File: src/rtl/uart_mmio_pkg.sv
// Shared constants for the memory-mapped UART controller: register offsets,
// CON bit positions and the TX sequencer state encoding.
package uart_mmio_pkg;

  localparam logic [31:0] OFF_TXD = 32'h0000_0018;
  localparam logic [31:0] OFF_RXD = 32'h0000_001C;
  localparam logic [31:0] OFF_CON = 32'h0000_0020;

  localparam int CON_TX_IE     = 0;
  localparam int CON_RX_IE     = 1;
  localparam int CON_TX_DONE   = 2;
  localparam int CON_RX_NEMPTY = 3;
  localparam int CON_TX_BUSY   = 4;
  localparam int CON_RX_OVF    = 5;
  localparam int CON_TX_OVF    = 6;

  localparam logic [1:0] TX_IDLE      = 2'd0;
  localparam logic [1:0] TX_START     = 2'd1;
  localparam logic [1:0] TX_WAIT_BUSY = 2'd2;
  localparam logic [1:0] TX_WAIT_DONE = 2'd3;

  typedef enum logic [1:0] {
    ST_IDLE      = TX_IDLE,
    ST_START     = TX_START,
    ST_WAIT_BUSY = TX_WAIT_BUSY,
    ST_WAIT_DONE = TX_WAIT_DONE
  } tx_state_t;

endpackage

File: src/rtl/uart_mmio_if.sv
// Bus-side and UART-core-side signals of the controller, bundled with
// modports for the controller (slave) and whatever drives it (master).
interface uart_mmio_if;
  logic [31:0] addr;
  logic        rd;
  logic        wr;
  logic [31:0] wdata;
  logic [31:0] rdata;
  logic        irq;
  logic [7:0]  rx_data;
  logic        rx_status;
  logic        tx_status;
  logic [7:0]  tx_data;
  logic        tx_en;

  modport slave (
    input  addr, rd, wr, wdata, rx_data, rx_status, tx_status,
    output rdata, irq, tx_data, tx_en
  );

  modport master (
    output addr, rd, wr, wdata, rx_data, rx_status, tx_status,
    input  rdata, irq, tx_data, tx_en
  );
endinterface

File: src/rtl/uart_rx_fifo.sv
// Small receive FIFO; a push while full is accepted only if a pop frees a
// slot on the same edge.
module uart_rx_fifo #(
  parameter int RX_DEPTH = 4,
  parameter int RX_AW    = 2
) (
  input  logic             sysclk,
  input  logic             rst,
  input  logic             push,
  input  logic [7:0]       din,
  input  logic             pop,
  output logic [7:0]       dout,
  output logic             empty,
  output logic             full,
  output logic [RX_AW:0]   count
);

  logic [7:0]       r_mem [RX_DEPTH];
  logic [RX_AW-1:0] r_wr_ptr;
  logic [RX_AW-1:0] r_rd_ptr;
  logic [RX_AW:0]   r_count;
  logic             w_pop;
  logic             w_push;

  assign empty  = (r_count == '0);
  assign full   = (r_count == (RX_AW+1)'(RX_DEPTH));
  assign count  = r_count;
  assign dout   = r_mem[r_rd_ptr];
  assign w_pop  = pop & ~empty;
  assign w_push = push & (~full | w_pop);

  always_ff @(posedge sysclk) begin
    if (w_push) r_mem[r_wr_ptr] <= din;
  end

  always_ff @(posedge sysclk or posedge rst) begin
    if (rst) begin
      r_wr_ptr <= '0;
      r_rd_ptr <= '0;
      r_count  <= '0;
    end else begin
      if (w_push) r_wr_ptr <= r_wr_ptr + RX_AW'(1);
      if (w_pop)  r_rd_ptr <= r_rd_ptr + RX_AW'(1);
      case ({w_push, w_pop})
        2'b10:   r_count <= r_count + (RX_AW+1)'(1);
        2'b01:   r_count <= r_count - (RX_AW+1)'(1);
        default: r_count <= r_count;
      endcase
    end
  end

endmodule

File: src/rtl/uart_mmio.sv
// Memory-mapped UART controller: TXD/RXD/CON registers, a one-byte TX hold
// register sequenced against the sender, an RX FIFO and a level interrupt.
//
// state      | meaning
// IDLE       | no frame in flight; waiting for a held byte and an idle sender
// START      | tx_en pulse, tx_data latched for the whole frame
// WAIT_BUSY  | waiting for the sender to report busy
// WAIT_DONE  | waiting for the sender to return idle; frees the hold register
module uart_mmio
  import uart_mmio_pkg::*;
#(
  parameter logic [31:0] BASE     = 32'h4000_0000,
  parameter int          RX_DEPTH = 4,
  parameter int          RX_AW    = 2
) (
  input logic        sysclk,
  input logic        rst,
  uart_mmio_if.slave bus
);

  tx_state_t      r_state, w_state_nxt;
  logic           r_tx_en, r_hold_valid, r_irq;
  logic [7:0]     r_tx_data, r_hold;
  logic           r_tx_ie, r_rx_ie, r_tx_done, r_rx_ovf, r_tx_ovf;
  logic           w_start, w_done;
  logic           w_sel_txd, w_sel_rxd, w_sel_con;
  logic           w_rd, w_txd_wr, w_con_wr, w_rxd_rd, w_con_rd;
  logic           w_hold_load, w_tx_ovf_set, w_rx_ovf_set, w_rx_nempty;
  logic [7:0]     w_rx_dout, w_start_byte;
  logic           w_rx_empty, w_rx_full;
  logic [RX_AW:0] w_rx_count;
  logic [31:0]    w_con, w_rdata;

  // Simultaneous rd and wr is treated as a write only.
  assign w_rd      = bus.rd & ~bus.wr;
  assign w_sel_txd = (bus.addr == BASE + OFF_TXD);
  assign w_sel_rxd = (bus.addr == BASE + OFF_RXD);
  assign w_sel_con = (bus.addr == BASE + OFF_CON);
  assign w_txd_wr  = bus.wr & w_sel_txd;
  assign w_con_wr  = bus.wr & w_sel_con;
  assign w_rxd_rd  = w_rd & w_sel_rxd;
  assign w_con_rd  = w_rd & w_sel_con;

  assign w_hold_load  = w_txd_wr & ~r_hold_valid;
  assign w_tx_ovf_set = w_txd_wr & r_hold_valid;
  assign w_rx_ovf_set = bus.rx_status & w_rx_full & ~w_rxd_rd;
  assign w_rx_nempty  = (w_rx_count != '0);
  assign w_start_byte = r_hold_valid ? r_hold : bus.wdata[7:0];

  uart_rx_fifo #(.RX_DEPTH(RX_DEPTH), .RX_AW(RX_AW)) u_rx_fifo (
    .sysclk (sysclk),
    .rst    (rst),
    .push   (bus.rx_status),
    .din    (bus.rx_data),
    .pop    (w_rxd_rd),
    .dout   (w_rx_dout),
    .empty  (w_rx_empty),
    .full   (w_rx_full),
    .count  (w_rx_count)
  );

  always_ff @(posedge sysclk or posedge rst) begin
    if (rst) r_state <= ST_IDLE;
    else     r_state <= w_state_nxt;
  end

  // A write landing in IDLE starts the frame directly, giving one-cycle latency.
  always_comb begin
    w_state_nxt = r_state;
    w_start     = 1'b0;
    w_done      = 1'b0;
    case (r_state)
      ST_IDLE: if (bus.tx_status & (r_hold_valid | w_txd_wr)) begin
        w_state_nxt = ST_START;
        w_start     = 1'b1;
      end
      ST_START:     w_state_nxt = ST_WAIT_BUSY;
      ST_WAIT_BUSY: if (!bus.tx_status) w_state_nxt = ST_WAIT_DONE;
      ST_WAIT_DONE: if (bus.tx_status) begin
        w_state_nxt = ST_IDLE;
        w_done      = 1'b1;
      end
      default:      w_state_nxt = ST_IDLE;
    endcase
  end

  always_ff @(posedge sysclk or posedge rst) begin
    if (rst) begin
      r_tx_en      <= 1'b0;
      r_tx_data    <= '0;
      r_hold       <= '0;
      r_hold_valid <= 1'b0;
      r_tx_ie      <= 1'b0;
      r_rx_ie      <= 1'b0;
      r_tx_done    <= 1'b0;
      r_rx_ovf     <= 1'b0;
      r_tx_ovf     <= 1'b0;
      r_irq        <= 1'b0;
    end else begin
      r_tx_en <= w_start;
      if (w_start) r_tx_data <= w_start_byte;
      if (w_hold_load) begin
        r_hold       <= bus.wdata[7:0];
        r_hold_valid <= 1'b1;
      end else if (w_done) begin
        r_hold_valid <= 1'b0;
      end
      if (w_con_wr) begin
        r_tx_ie <= bus.wdata[CON_TX_IE];
        r_rx_ie <= bus.wdata[CON_RX_IE];
      end
      // Sticky bits: a set event in the same cycle as a CON read wins.
      r_tx_done <= w_done       | (r_tx_done & ~w_con_rd);
      r_rx_ovf  <= w_rx_ovf_set | (r_rx_ovf  & ~w_con_rd);
      r_tx_ovf  <= w_tx_ovf_set | (r_tx_ovf  & ~w_con_rd);
      r_irq     <= (r_tx_ie & r_tx_done) | (r_rx_ie & w_rx_nempty);
    end
  end

  always_comb begin
    w_con                = '0;
    w_con[CON_TX_IE]     = r_tx_ie;
    w_con[CON_RX_IE]     = r_rx_ie;
    w_con[CON_TX_DONE]   = r_tx_done;
    w_con[CON_RX_NEMPTY] = w_rx_nempty;
    w_con[CON_TX_BUSY]   = r_hold_valid;
    w_con[CON_RX_OVF]    = r_rx_ovf;
    w_con[CON_TX_OVF]    = r_tx_ovf;
  end

  always_comb begin
    w_rdata = '0;
    if (w_sel_txd)                  w_rdata = {24'b0, r_hold};
    else if (w_sel_rxd)             w_rdata = w_rx_empty ? 32'b0 : {24'b0, w_rx_dout};
    else if (w_sel_con)             w_rdata = w_con;
  end

  assign bus.rdata   = w_rdata;
  assign bus.irq     = r_irq;
  assign bus.tx_en   = r_tx_en;
  assign bus.tx_data = r_tx_data;

endmodule

File: src/flat_wrapper.sv
// flat-port wrapper written by rule: the top's interface ports become plain ports
module uart_mmio_flat import uart_mmio_pkg::*;
#(
  parameter logic [31:0] BASE     = 32'h4000_0000,
  parameter int          RX_DEPTH = 4,
  parameter int          RX_AW    = 2
)
  (sysclk, rst, bus_addr, bus_rd, bus_wr, bus_wdata, bus_rx_data, bus_rx_status, bus_tx_status, bus_rdata, bus_irq, bus_tx_data, bus_tx_en);
  uart_mmio_if bus_i ();
  input logic sysclk;
  input logic rst;
  input wire logic [$bits(bus_i.addr)-1:0] bus_addr;
  input wire logic [$bits(bus_i.rd)-1:0] bus_rd;
  input wire logic [$bits(bus_i.wr)-1:0] bus_wr;
  input wire logic [$bits(bus_i.wdata)-1:0] bus_wdata;
  input wire logic [$bits(bus_i.rx_data)-1:0] bus_rx_data;
  input wire logic [$bits(bus_i.rx_status)-1:0] bus_rx_status;
  input wire logic [$bits(bus_i.tx_status)-1:0] bus_tx_status;
  output wire logic [$bits(bus_i.rdata)-1:0] bus_rdata;
  output wire logic [$bits(bus_i.irq)-1:0] bus_irq;
  output wire logic [$bits(bus_i.tx_data)-1:0] bus_tx_data;
  output wire logic [$bits(bus_i.tx_en)-1:0] bus_tx_en;
  assign bus_i.addr = bus_addr;
  assign bus_i.rd = bus_rd;
  assign bus_i.wr = bus_wr;
  assign bus_i.wdata = bus_wdata;
  assign bus_i.rx_data = bus_rx_data;
  assign bus_i.rx_status = bus_rx_status;
  assign bus_i.tx_status = bus_tx_status;
  assign bus_rdata = bus_i.rdata;
  assign bus_irq = bus_i.irq;
  assign bus_tx_data = bus_i.tx_data;
  assign bus_tx_en = bus_i.tx_en;
  uart_mmio #(.BASE(BASE), .RX_DEPTH(RX_DEPTH), .RX_AW(RX_AW)) u_core (.sysclk(sysclk), .rst(rst), .bus(bus_i));
endmodule
File: config.mk
export PLATFORM = sky130hd
export DESIGN_NAME = uart_mmio_flat
export DESIGN_NICKNAME = d
export VERILOG_FILES = /design/src/rtl/uart_mmio_pkg.sv /design/src/rtl/uart_mmio_if.sv /design/src/rtl/uart_rx_fifo.sv /design/src/rtl/uart_mmio.sv /design/src/flat_wrapper.sv
export SDC_FILE = /design/constraint.sdc
export NUM_CORES = 1
export LEC_CHECK = 0
export CAP_MARGIN = 20
export CELL_PAD_IN_SITES_DETAIL_PLACEMENT = 1
export CELL_PAD_IN_SITES_GLOBAL_PLACEMENT = 1
export CORE_ASPECT_RATIO = 1.75
export CORE_MARGIN = 8
export CORE_UTILIZATION = 35
export CTS_CLUSTER_SIZE = 28
export DETAILED_ROUTE_END_ITERATION = 10
export PLACE_DENSITY_LB_ADDON = 0.25
export SYNTH_ARGS = -nofsm -noshare
export SYNTH_HDL_FRONTEND = slang
export SYNTH_SLANG_ARGS = --single-unit
File: constraint.sdc
create_clock -name sysclk -period 5.49 [get_ports sysclk]
set_clock_uncertainty 0.05 [all_clocks]
set_input_delay 1.098 -clock sysclk [delete_from_list [all_inputs] [get_ports sysclk]]
set_output_delay 1.098 -clock sysclk [all_outputs]
set_load 0.02 [all_outputs]
==> flow_metrics.tcl <==
set metrics [dict create \
    outcome "finished clean" \
    final_nets 439 \
    slew_viol_final 0 \
    hold_viol_final 0 \
    insertion_delay_ns 0.32 \
    timing.final.crit_share 0.9190 \
    postCtsSetupBuffers 0 \
    multiInputGateArea_mm2 0.001421 \
    setup_viol 0 \
    avgSynthCellArea_um2 12.34 \
    fp.dieH_um 146.5 \
    post_cts_resized 0 \
    vdd_drop_max_uv 228.6 \
    drcViolationCount 0 \
    ant_nets 0 \
    wire_per_inst_um 19.03 \
    ys_seq_area_frac 0.5244 \
    hp-class "reg2reg" \
    synth_edf_count 32 \
    yosys_warnings 0 \
    seqCellArea_mm2 0.001787 \
    grt_usage 0.1425 \
    netlist_area_mm2 0.003407 \
    syn_to_final_growth_pct 30.66 \
    htreeDepth 3 \
    synth_most_common_cell "dfrtp_1" \
    tightest_slew_ns 0.6121 \
    fillers 1048 \
    first_iter_violations 56 \
    initial_core_util 0.3599 \
    top_usage_layer "met2" \
    fp-row-count 47 \
    wl_um 9134 \
    num_io_pins 120 \
    drive_gt1_frac 0.1369 \
    grt_pass1_vias 2744 \
    use_met2 0.2796 \
    syn_inst 276 \
    first_pass_iters 4 \
    p_leak_uw 0.001790 \
    ys_types 53 \
    synth_commonest_cells "dfrtp_1 (33), edfxtp_1 (32), buf_4 (24)" \
    rsz0062_at_grt "no" \
    crit_fanout 9 \
    clk_pin_slew_ns 0.05 \
    synthFlopType "dfrtp_1" \
    gp_congestion 0.7818 \
    antenna_found_initial 0 \
    cts_buffers 9 \
    synth_top_area_cell "edfxtp_1" \
    gr-total-overflow 0 \
    core_area_mm2 0.009468 \
    die_area_mm2 0.01327 \
    insertedDiodeCount 0 \
    root_buffer "clkbuf_16" \
    p_total_uw 1564 \
    hold_ws_ns 0.4332 \
    met1_usage 0.1325 \
    async_flop_share 0.5077 \
    cts_tree "built" \
    hold_buffers 0 \
    dp_hpwl_um 7050 \
    cap_violations 0 \
    synth_area_leaders "edfxtp_1 (28%), dfrtp_1 (24%), buf_4 (5.3%)" \
    grt_use_met3 0.04363 \
    port_buffers 71 \
    cts.sinks 65 \
    grt_max_degree 34 \
    cp_data_required_time_ns 4.34 \
    critical_path_class "in2out" \
    max_freq_mhz 198.2 \
    netlist.area_leader.share 0.2820 \
    synth-seq-cells 65 \
    die_x_um 90.58 \
    fin_crit_ns 5.045 \
    start_kind "input pin" \
    clockBufferDepth 2 \
    crit_arrival_ns 3.90 \
    power_density_mw_per_mm2 351.4 \
    crit_path_end_kind "output port" \
    grt_pass1_wl_um 14720 \
    vias_per_cell 5.004 \
    setup_tns_ns 0 \
    vias 2402 \
    slew-limit-headroom 0.5881 \
]
-- power breakdown --
part | leakage (uW) | internal (uW) | total [uW] | switching (uW)
Sequential | 0.000727 | 607 | 663 | 55.5
Combinational | 0.000920 | 153 | 359 | 206
Clock | 0.000144 | 346 | 542 | 196
Total | 0.00179 | 1110 | 1560 | 458
-- critical path: stages --
cell and delay (ns):
clkdlybuf4s50_1 0.41, nor4_1 0.56, nand2_1 0.21, nor4_4 0.59, a21oi_1 0.07, o21ai_0 0.27
clkdlybuf4s50_1 0.68
-- cell families (layout without fill, tap and decap cells) --
logic type      Yosys count  count (layout)  synth area share
xor+xnor                  4               4           0.01028
flops                    65              65            0.5244
buf+inv                  49             108           0.08373
compound gates           48              48            0.1025
other cells               1              24          0.001101
mux                      22              22           0.09879
simple gates             79              79            0.1476
fa+ha+maj                 8               8           0.03158
-- final cells by class --
class                   instances  share of cell area
well taps                     122             0.03429
clock buffers                   9             0.05059
multi-input cells             185              0.3193
inverters                      17             0.01433
repair buffers                 75              0.1664
flip-flops and latches         65              0.4013
clock inverters                 7             0.01377
-- path summary, 6_finish.rpt --
check | from | cells after the start | slack [ns] | endpoint
worst max-delay path | bus_addr[20] | 7 | 0.44 | bus_rdata[3]
worst min-delay path | u_core.r_rx_ovf$_DFF_PP0_ | 1 | 0.43 | u_core.r_rx_ovf$_DFF_PP0_
worst max register to register | u_core.u_rx_fifo.count[2]$_DFFE_PP0P_ | 8 | 3.05 | u_core.u_rx_fifo.count[2]$_DFFE_PP0P_
worst min register to register | u_core.r_rx_ovf$_DFF_PP0_ | 1 | 0.43 | u_core.r_rx_ovf$_DFF_PP0_
max in group asynchronous | rst | 3 | 3.93 | u_core.u_rx_fifo.r_rd_ptr[0]$_DFFE_PP0N_
min in group asynchronous | rst | 3 | 1.13 | u_core.r_hold[0]$_DFFE_PP0P_
-- through the flow --
| stage | cells | worst slack (ns) | util | instance area, um^2 |
|---|---|---|---|---|
| 6_report | 480 | 0.4447 | 0.4702 | 4452 |
| 5_1_grt | 480 | 0.2891 | 0.4702 | 4452 |
| 4_1_cts | 480 | 0.4106 | 0.4702 | 4452 |
| 3_5_place_dp | 464 | 0.4948 | 0.4399 | 4165 |
| 3_3_place_gp | 464 | 0.4727 | 0.4399 | 4165 |
| 2_1_floorplan | 299 | 1.691 | - | 3493 |
-- flip-flops by register name (all words and copies together), names as in the netlist --
register                   cells
u_core.r_rx_ie                 1
u_core.r_tx_done               1
u_core.r_hold                  8
u_core.bus.irq                 1
u_core.r_hold_valid            1
u_core.u_rx_fifo.r_mem        32
u_core.bus.tx_data             8
u_core.r_tx_ovf                1
u_core.bus.tx_en               1
u_core.u_rx_fifo.count         3
u_core.u_rx_fifo.r_rd_ptr      2
u_core.r_tx_ie                 1
u_core.r_rx_ovf                1
u_core.r_state                 2
u_core.u_rx_fifo.r_wr_ptr      2
-- placed cells by master, fill, tap and decap left out, types with 3 or more instances in the layout --
cell and count:
a22o_1 3, nor4_1 3, a21oi_1 4, mux2_2 11, nor3_1 7, ha_1 7, o21ai_0 10, and2_1 4
mux4_2 8, nand3b_1 3, nor2b_1 17, dfrtp_1 33, a32oi_1 7, nor2_1 9, nor4_2 3, edfxtp_1 32
inv_1 17, clkinv_2 3, clkbuf_16 9, conb_1 24, nand2_1 15, clkdlybuf4s50_1 71, buf_4 4, a22oi_1 13
-- metal layers --
layer,share of wire,vias to the layer above
met5,0,-
met4,0.014,0
met3,0.037,12
met2,0.60,47
met1,0.35,1208
li1,-,1135
No activity file was read; power rests on OpenSTA's default activity.
